**config.mk**
```make
export PLATFORM = sky130hd
export DESIGN_NAME = pipeline_delay
export DESIGN_NICKNAME = d
export VERILOG_FILES = /design/src/rtl/pipeline_pkg.sv /design/src/rtl/pipeline_delay_stage.sv /design/src/rtl/pipeline_delay.sv
export SDC_FILE = /design/constraint.sdc
export NUM_CORES = 1
export LEC_CHECK = 0
export CAP_MARGIN = 20
export CORE_MARGIN = 2
export CORE_UTILIZATION = 35
export DETAILED_ROUTE_END_ITERATION = 7
export GPL_ROUTABILITY_DRIVEN = 1
export PLACE_DENSITY = 0.52
export SLEW_MARGIN = 20
export SYNTH_ARGS = -nofsm -noshare
export SYNTH_HDL_FRONTEND = slang
export SYNTH_SLANG_ARGS = --single-unit
export TNS_END_PERCENT = 5
```
**constraint.sdc**
```tcl
create_clock -name i_clk -period 5.95 [get_ports i_clk]
set_clock_uncertainty 0.1 [all_clocks]
set_input_delay 1.4875 -clock i_clk [delete_from_list [all_inputs] [get_ports i_clk]]
set_output_delay 1.4875 -clock i_clk [all_outputs]
set_load 0.01 [all_outputs]
```
**src/rtl/pipeline_pkg.sv**
```systemverilog
// Shared definitions for the pipeline_delay line.
package pipeline_pkg;

   function automatic int occ_width(input int depth);
      return $clog2(depth + 1);
   endfunction

endpackage

```
**src/rtl/pipeline_delay_stage.sv**
```systemverilog
// One register stage of the delay line: {valid, data} with enable and flush.
module pipeline_delay_stage
   import pipeline_pkg::*;
#(
   parameter int               WIDTH       = 8,
   parameter logic [WIDTH-1:0] RESET_VALUE = '0
) (
   input  logic             i_clk,
   input  logic             i_rst_n,
   input  logic             i_en,
   input  logic             i_clr,
   input  logic             i_valid,
   input  logic [WIDTH-1:0] i_d,
   output logic             o_valid,
   output logic [WIDTH-1:0] o_d
);

   typedef struct packed {
      logic             valid;
      logic [WIDTH-1:0] data;
   } stage_t;

   stage_t stage_d;
   stage_t stage_q;

   always_comb begin
      stage_d = stage_q;
      if (i_clr) begin
         stage_d = '{valid: 1'b0, data: RESET_VALUE};
      end else if (i_en) begin
         stage_d = '{valid: i_valid, data: i_d};
      end
   end

   always_ff @(posedge i_clk or negedge i_rst_n) begin
      if (!i_rst_n) begin
         stage_q <= '{valid: 1'b0, data: RESET_VALUE};
      end else begin
         stage_q <= stage_d;
      end
   end

   assign o_valid = stage_q.valid;
   assign o_d     = stage_q.data;

endmodule

```
**src/rtl/pipeline_delay.sv**
```systemverilog
// Parametrised delay line with per-beat valid, stall, flush and occupancy.
module pipeline_delay
   import pipeline_pkg::*;
#(
   parameter int               WIDTH       = 8,
   parameter int               DEPTH       = 4,
   parameter logic [WIDTH-1:0] RESET_VALUE = '0
) (
   input  logic                          i_clk,
   input  logic                          i_rst_n,
   input  logic                          i_en,
   input  logic                          i_clr,
   input  logic                          i_valid,
   input  logic [WIDTH-1:0]              i_d,
   output logic                          o_valid,
   output logic [WIDTH-1:0]              o_d,
   output logic [occ_width(DEPTH)-1:0]   o_occupancy
);

   localparam int OW = occ_width(DEPTH);

   logic [DEPTH:0]   v_chain;
   logic [WIDTH-1:0] d_chain [DEPTH+1];

   assign v_chain[0] = i_valid;
   assign d_chain[0] = i_d;

   for (genvar k = 0; k < DEPTH; k++) begin : g_stage
      pipeline_delay_stage #(
         .WIDTH       (WIDTH),
         .RESET_VALUE (RESET_VALUE)
      ) u_stage (
         .i_clk   (i_clk),
         .i_rst_n (i_rst_n),
         .i_en    (i_en),
         .i_clr   (i_clr),
         .i_valid (v_chain[k]),
         .i_d     (d_chain[k]),
         .o_valid (v_chain[k+1]),
         .o_d     (d_chain[k+1])
      );
   end

   logic [OW-1:0] occ_d;
   logic [OW-1:0] occ_q;

   // Entry and exit on the same shift cancel, so occ tracks popcount(v).
   always_comb begin
      occ_d = occ_q;
      if (i_clr) begin
         occ_d = '0;
      end else if (i_en) begin
         occ_d = occ_q + OW'(i_valid) - OW'(v_chain[DEPTH]);
      end
   end

   always_ff @(posedge i_clk or negedge i_rst_n) begin
      if (!i_rst_n) begin
         occ_q <= '0;
      end else begin
         occ_q <= occ_d;
      end
   end

   assign o_valid     = v_chain[DEPTH];
   assign o_d         = d_chain[DEPTH];
   assign o_occupancy = occ_q;

endmodule

```
# After elaboration in Yosys (flattened, before gate mapping)
# Cells that the tools add are included.
dict set report op_classes {
  n_addsub 2
  n_mul 0
  div_mod_pow 0
  n_lt_le_gt_ge 0
  eq_ne 0
  n_shift 0
  mux 10
  n_bitwise 0
  reduce_logical 1
}
# cell n
set ops {}
lappend ops {{9-bit 2-to-1 mux} 8}
lappend ops {{3-bit 2-to-1 mux} 2}
lappend ops {{3-bit by 1-bit adder with 3-bit output} 1}
lappend ops {{3-bit by 1-bit subtractor with 3-bit output} 1}
lappend ops {{2-bit nonzero test} 1}
dict set report totals {
  register_bits 39
  latchBits 0
  mem_bits_rw 0
  romBits 0
  inputBits 13
  out_inout_bits 12
  elab_cells 22
  mem_count 0
}

# Logic depth before layout (Yosys ltp)
# Gate-level depths: netlist (run 1).
dict set report logic_depth {
  depth_word 4
  depth_mapped 9
  depth_no_buf 9
}

# Modules after synthesis
# A second synthesis (run 1) with hierarchy kept.
dict set report hier_totals {
  cells_unflattened 135
  hier_area_um2 1651.6
}
# mod instances cells_each area_each_um2 seq_area_each_um2
set modules_own_cells {}
lappend modules_own_cells {pipeline_delay_stage 4 29 364.1 225.2}
lappend modules_own_cells {pipeline_delay 1 19 195.2 75.1}

# Worst setup path before layout (run 1)
# No wires, ideal clock.
dict set report synth_path {
  path_type {input port to flip-flop}
  from {in i_valid}
  to {reg occ_q[2], in the netlist o_occupancy[2]}
  t_arrival_ns 2.453
  required_ns 5.730
  setup_slack_ns 3.277
  cell_stages 6
  cell_sequence {ha_1 -> inv_1 -> fa_1 -> xor2_1 -> a21oi_2 -> a31o_1}
}
dict set report synth_via {
  elab_chain_cells 4
}
# item line
set synth_rtl {}
lappend synth_rtl {{start: declaration} pipeline_delay.sv:13} ;# input logic i_valid,
lappend synth_rtl {{3-bit by 1-bit adder with 3-bit output} pipeline_delay.sv:53} ;# occ_d = occ_q + OW'(i_valid) - OW'(v_chain[DEPTH]);
lappend synth_rtl {{3-bit by 1-bit subtractor with 3-bit output} pipeline_delay.sv:53}
lappend synth_rtl {{3-bit 2-to-1 mux} pipeline_delay.sv:52} ;# end else if (i_en) begin
lappend synth_rtl {{3-bit 2-to-1 mux} pipeline_delay.sv:50} ;# if (i_clr) begin
lappend synth_rtl {{end signal: assignment} pipeline_delay.sv:59} ;# occ_q <= '0;
lappend synth_rtl {{end signal: assignment} pipeline_delay.sv:61} ;# occ_q <= occ_d;
lappend synth_rtl {{end: declaration} pipeline_delay.sv:45} ;# logic [OW-1:0] occ_q;
# Every way passes these cells. The select of a mux whose other input is x is not followed.
# A chain may end at the register's enable or synchronous reset.

# Worst setup path after layout (run 1)
# Same ends and word-level chain as after synthesis.

==> metrics.yaml, run 1 <==
drt-vias-per-instance: 4.44
vdd_drop_max_uv: 120
tns_ns: 0
synth_top_area_share: 0.559
remaining_drc_errors: 0
gp_congestion: 0.637
synthArstFlopShare: 1.00
clock.fmax_mhz: 334
crit_type: "in2reg"
slew_headroom: 0.418
maxCapViolations: 0
worstHoldStart: "g_stage[3].u_stage.o_d[3]"
cts_root_buf: "clkbuf_8"
placed_cells: 219
clockBufferDepth: 2
area.growth.synth_to_final_pct: 15.7
pre_cts_ws_ns: 2.61
busiest_layer: "met2"
syn_area_um2: 1750
holdPathEnd: "g_stage[3].u_stage.o_d[3]"
synth_commonest_cells: "dfrtp_1 (39), nor2_1 (39), mux2i_1 (38)"
syn_inst: 144
critPathMaxFanout: 2
power_mw: 0.515
synth_edf_count: 0
worstSkewPairLatency_ns: 0.28
syn_nets: 160
path_clk_slew_ns: 0.07
p_leak_nw: 1.02
worstReg2RegStart: "g_stage[3].u_stage.o_valid"
clock-sinks: 39
crit_buf_inv: 2
numCtsBuffers: 5
synth_area_leaders: "dfrtp_1 (56%), mux2i_1 (22%), nor2_1 (8.4%), buf_4 (3.4%), buf_8 (3.4%)"
num_io_pins: 25
grt_pass1_wl_um: 4980
cpPeakStageDelay_ns: 0.48
fin_ws_ns: 2.95
drive_above_1_share: 0.0688
r2r_end: "o_occupancy[2]"
rows: 25
core_um2: 4750
synth.distinct_cells: 15
hold_depth: 2
vias: 1009
dieArea_um2: 5570
portBuffers: 24
stdcell_count: 227
ant_nets: 0
finish.net_count: 175
layout_min_cycle_time_ns: 3.00
slew_violations: 0
hold_path_class: "reg2reg"
crit_slowest_cell: "clkdlybuf4s50_1"
first_pass_iters: 3
grt_overflow: 0
use_met3: 0.0361
status: "finished, final reports clean"
wire_per_inst_um: 12.5
regToRegSetupSlack_ns: 3.90
drt_iter0_markers: 69
rsz0062_at_grt: "no"
hold_buffers: 0
yosysWarnings: 0
track_usage: 0.120
cts-resized-gates: 0
grt_pass1_vias: 1057
reg2reg_depth: 8
crit_chain: "clkdlybuf4s50_1 -> ha_1 -> inv_1 -> fa_1 -> xor2_1 -> a21oi_2 -> a31o_1"
setup_viol: 0
synth_area_per_cell_um2: 12.1
gr-usage-met1: 0.145
die_w_um: 74.6
crit_path_end_kind: "flop"
synth_top_area_cell: "dfrtp_1"
synth.ff_latch_count: 39
antenna_found_initial: 0
start_util: 0.367
insertedDiodeCount: 0
die_h_um: 74.6
hold_viol: 0
routed_wl_um: 2850
tightest_slew_ns: 0.873
post-cts-setup-buffers: 0
hpwlAfterDp_um: 1780
grt_max_degree: 41
startpoint_type: "input pin"
fin_util: 0.425
use_met2: 0.198
p_per_area_nw_per_um2: 255
synth_ff_type: "dfrtp_1"
required_ns: 6.03
yosysSeqAreaShare: 0.559
crit_family: "buffers and inverters"
crit_arrival_ns: 3.07
timing.final.crit_share: 0.504
cts_tree: "built"
cts_max_level: 2
power by group:
part,switching [mW],leakage (nW),internal (mW)
Clock,0.0834,0.0515,0.106
Sequential,0.00514,0.535,0.273
Combinational,0.0253,0.437,0.0226
Total,0.114,1.02,0.401
registers in the layout (all words and copies together), names as in the netlist:
register,cells
o_occupancy,3
g_stage.u_stage.o_valid,4
g_stage.u_stage.o_d,32
cell families after synthesis:
| group | Yosys count | share of synthesized area |
|---|---|---|
| simple gates | 40 | 0.0875 |
| flops | 39 | 0.559 |
| mux | 38 | 0.218 |
| buf+inv | 21 | 0.0946 |
| fa+ha+maj | 3 | 0.0258 |
| compound gates | 2 | 0.0100 |
| xor+xnor | 1 | 0.00502 |
worst register-to-register path, delay by kind of cell, from the launching register on:
| kind | cells | cell delay, ns |
|---|---|---|
| adder cells (fa/ha/maj) | 3 | 0.81 |
| flip-flops | 1 | 0.41 |
| AO/OA/AOI/OAI | 2 | 0.28 |
| XOR/XNOR | 1 | 0.24 |
| buffers and inverters | 2 | 0.11 |
per-stage QoR:
stage / hold WS (ns) / area, um2
global placement: 0.402 / 1920
finish: 0.417 / 2020
detailed placement: 0.410 / 1920
CTS: 0.430 / 2020
floorplan: 0.386 / 1750
global route: 0.452 / 2020
area by class of cell:
| class | instances | area (um2) |
|---|---|---|
| Fill cell | 472 | 2740 |
| Sequential cell | 39 | 976 |
| Multi-Input combinational cell | 84 | 604 |
| Timing Repair Buffer | 25 | 240 |
| Clock buffer | 8 | 100 |
| Tap cell | 67 | 83.8 |
| Inverter | 4 | 15.0 |
worst max path at each step:
stage	slack, ns	from	cells past startpoint	to
3_5_place_dp	2.61	i_valid	7	o_occupancy[2]
3_3_place_gp	2.71	i_valid	7	o_occupancy[2]
5_1_grt	2.88	i_valid	7	o_occupancy[2]
6_report	2.95	i_valid	7	o_occupancy[2]
4_1_cts	2.93	i_valid	7	o_occupancy[2]
2_1_floorplan	3.28	i_valid	6	o_occupancy[2]
per-layer routing:
metal / routed length [um] / vias up
met5: 0 / -
met4: 23 / 0
met3: 95 / 2
met2: 1440 / 16
met1: 1290 / 502
li1: - / 489
cell usage in the layout, fill, tap and decap left out:
master and count:
clkbuf_1 1, nor2_1 39, buf_4 2, ha_1 2
fa_1 1, dfrtp_1 39, inv_1 4, xor2_1 1
a21oi_2 1, mux2i_1 38, nand2b_1 1, clkbuf_8 7
a31o_1 1, clkdlybuf4s50_1 22, buf_2 1
Note: power is estimated with default switching activity, not from simulation.
==> run 2, diff against run 1 <==
- clock period: 5.95 -> 2.9 ns (I/O delays scaled with it)
==> metrics.yaml, run 2 (synthesis gave the netlist of run 1 again) <==
status: "finished, final reports clean"  # unchanged
placed_cells: 220  # was 219
drt-vias-per-instance: 4.41  # was 4.44
drt_iter0_markers: 67  # was 69
drive_above_1_share: 0.0807  # was 0.0688
routed_wl_um: 2760  # was 2850 um
path_clk_slew_ns: 0.08  # was 0.07 ns
maxCapViolations: 0  # unchanged
cts_tree: "built"  # unchanged
tns_ns: 0  # unchanged
stdcell_count: 228  # was 227
grt_overflow: 0  # unchanged
hold_viol: 0  # unchanged
critPathMaxFanout: 2  # unchanged
grt_pass1_wl_um: 4710  # was 4980 um
tightest_slew_ns: 0.863  # was 0.873 ns
busiest_layer: "met2"  # unchanged
vdd_drop_max_uv: 267  # was 120 uV
antenna_found_initial: 0  # unchanged
placed_cell_area_um2: 1940  # was 1920 um2
timing.final.crit_share: 0.784
slew_violations: 0  # unchanged
crit_chain: "clkdlybuf4s50_1 -> ha_1 -> inv_1 -> fa_1 -> xor2_1 -> a21oi_2 -> a31o_1"  # unchanged
finish.net_count: 176  # was 175
numCtsBuffers: 5  # unchanged
slew_headroom: 0.425  # was 0.418
dieArea_um2: 5570  # unchanged
gr-usage-met1: 0.140  # was 0.145
first_pass_iters: 2  # was 3
use_met2: 0.180  # was 0.198
layout_min_cycle_time_ns: 2.27
wire_per_inst_um: 12.1  # was 12.5 um
post-cts-setup-buffers: 0  # unchanged
required_ns: 2.98  # was 6.03 ns
cts-resized-gates: 0  # unchanged
clock.fmax_mhz: 440
hpwlAfterDp_um: 1830  # was 1780 um
grt_max_degree: 40  # was 41
worstSkewPairLatency_ns: 0.29  # was 0.28 ns
setup_viol: 0  # unchanged
clockBufferDepth: 2  # unchanged
largest_reg_flops: 32  # unchanged
cts_max_level: 2  # unchanged
crit_path_end_kind: "flop"  # unchanged
p_leak_nw: 1.04  # was 1.02 nW
p_per_area_nw_per_um2: 544  # was 255 nW/um2
hold_buffers: 0  # unchanged
crit_arrival_ns: 2.35  # was 3.07 ns
insertedDiodeCount: 0  # unchanged
rows: 25  # unchanged
ant_nets: 0  # unchanged
crit_slowest_cell: "clkdlybuf4s50_1"  # unchanged
use_met3: 0.0482  # was 0.0361
final_cell_mix: "nor2_1 (39), dfrtp_1 (39), mux2i_1 (38), clkdlybuf4s50_1 (22), clkbuf_8 (5)"  # was nor2_1 (39), dfrtp_1 (39), mux2i_1 (38), clkdlybuf4s50_1 (22), clkbuf_8 (7)
gp_congestion: 0.703  # was 0.637
die_w_um: 74.6  # unchanged
cpPeakStageDelay_ns: 0.50  # was 0.48 ns
die_h_um: 74.6  # unchanged
start_util: 0.367  # unchanged
grt_pass1_vias: 1003  # was 1,057
startpoint_type: "input pin"  # unchanged
rsz0062_at_grt: "no"  # unchanged
hold_path_class: "reg2reg"  # unchanged
area.growth.synth_to_final_pct: 17.4  # was 15.7%
portBuffers: 24  # unchanged
track_usage: 0.114  # was 0.120
cts_root_buf: "clkbuf_8"  # unchanged
final_area_um2: 2050  # was 2020 um2
core_um2: 4750  # unchanged
vias: 1006  # was 1,009
remaining_drc_errors: 0  # unchanged
num_io_pins: 25  # unchanged
clock-sinks: 39  # unchanged
crit_type: "in2reg"  # unchanged
[run 2: cell types whose count changed in the layout (fill, tap and decap cells not counted)]
cell,change
clkbuf_8,-2
buf_12,+1
buf_2,+1
buf_4,-1
clkbuf_1,-1
clkinv_2,+1
clkinv_4,+1
bufinv_16,+1
[run 2: routing by layer]
metal / share of wire / up-vias
met2: 0.49 / 18
met5: 0 / -
met1: 0.45 / 493
met4: 0.017 / 0
met3: 0.050 / 7
li1: - / 488
[run 2: power breakdown]
part | switching [mW] | internal, mW | leakage [nW]
clock | 0.188 | 0.256 | 0.0581
combinational | 0.0520 | 0.0483 | 0.445
sequential | 0.0104 | 0.560 | 0.535
total | 0.250 | 0.864 | 1.04
[run 2: final timing paths]
| kind | end | startpoint | slack, ns | cells after the start |
|---|---|---|---|---|
| setup / recovery | o_occupancy[2] | i_valid | 0.63 | 7 |
| hold / removal | g_stage[1].u_stage.o_d[7] | g_stage[1].u_stage.o_d[7] | 0.42 | 2 |
| setup reg to reg | o_occupancy[2] | g_stage[3].u_stage.o_valid | 0.83 | 8 |
| hold reg to reg | g_stage[1].u_stage.o_d[7] | g_stage[1].u_stage.o_d[7] | 0.42 | 2 |
| max in group asynchronous | g_stage[1].u_stage.o_d[6] | i_rst_n | 1.71 | 1 |
| min in group asynchronous | g_stage[2].u_stage.o_d[1] | i_rst_n | 0.45 | 1 |
[run 2: per-stage QoR]
step	setup slack (ns)	total power, mW	hold slack [ns]	util
finish	0.626	1.11	0.422	0.431
global route	0.559	1.17	0.449	0.431
CTS	0.619	1.13	0.428	0.431
detailed placement	0.313	0.684	0.410	0.407
global placement	0.449	0.681	0.402	0.407
floorplan	0.964	0.647	0.329	-
[run 2: cell type report]
| class | count | area [um2] |
|---|---|---|
| inverter | 4 | 15.0 |
| sequential | 39 | 976 |
| fill | 467 | 2710 |
| clock inverter | 3 | 43.8 |
| multi-input combinational | 84 | 604 |
| clock buffer | 5 | 68.8 |
| tap | 67 | 83.8 |
| timing repair buffer | 26 | 258 |
[run 2: critical path, delay by kind of cell]
kind	cells	cell delay [ns]
xor gates and xnor gates	1	0.25
adders and majority gates	2	0.54
AOI/OAI and AO/OA	2	0.29
buffers and inverters	2	0.55
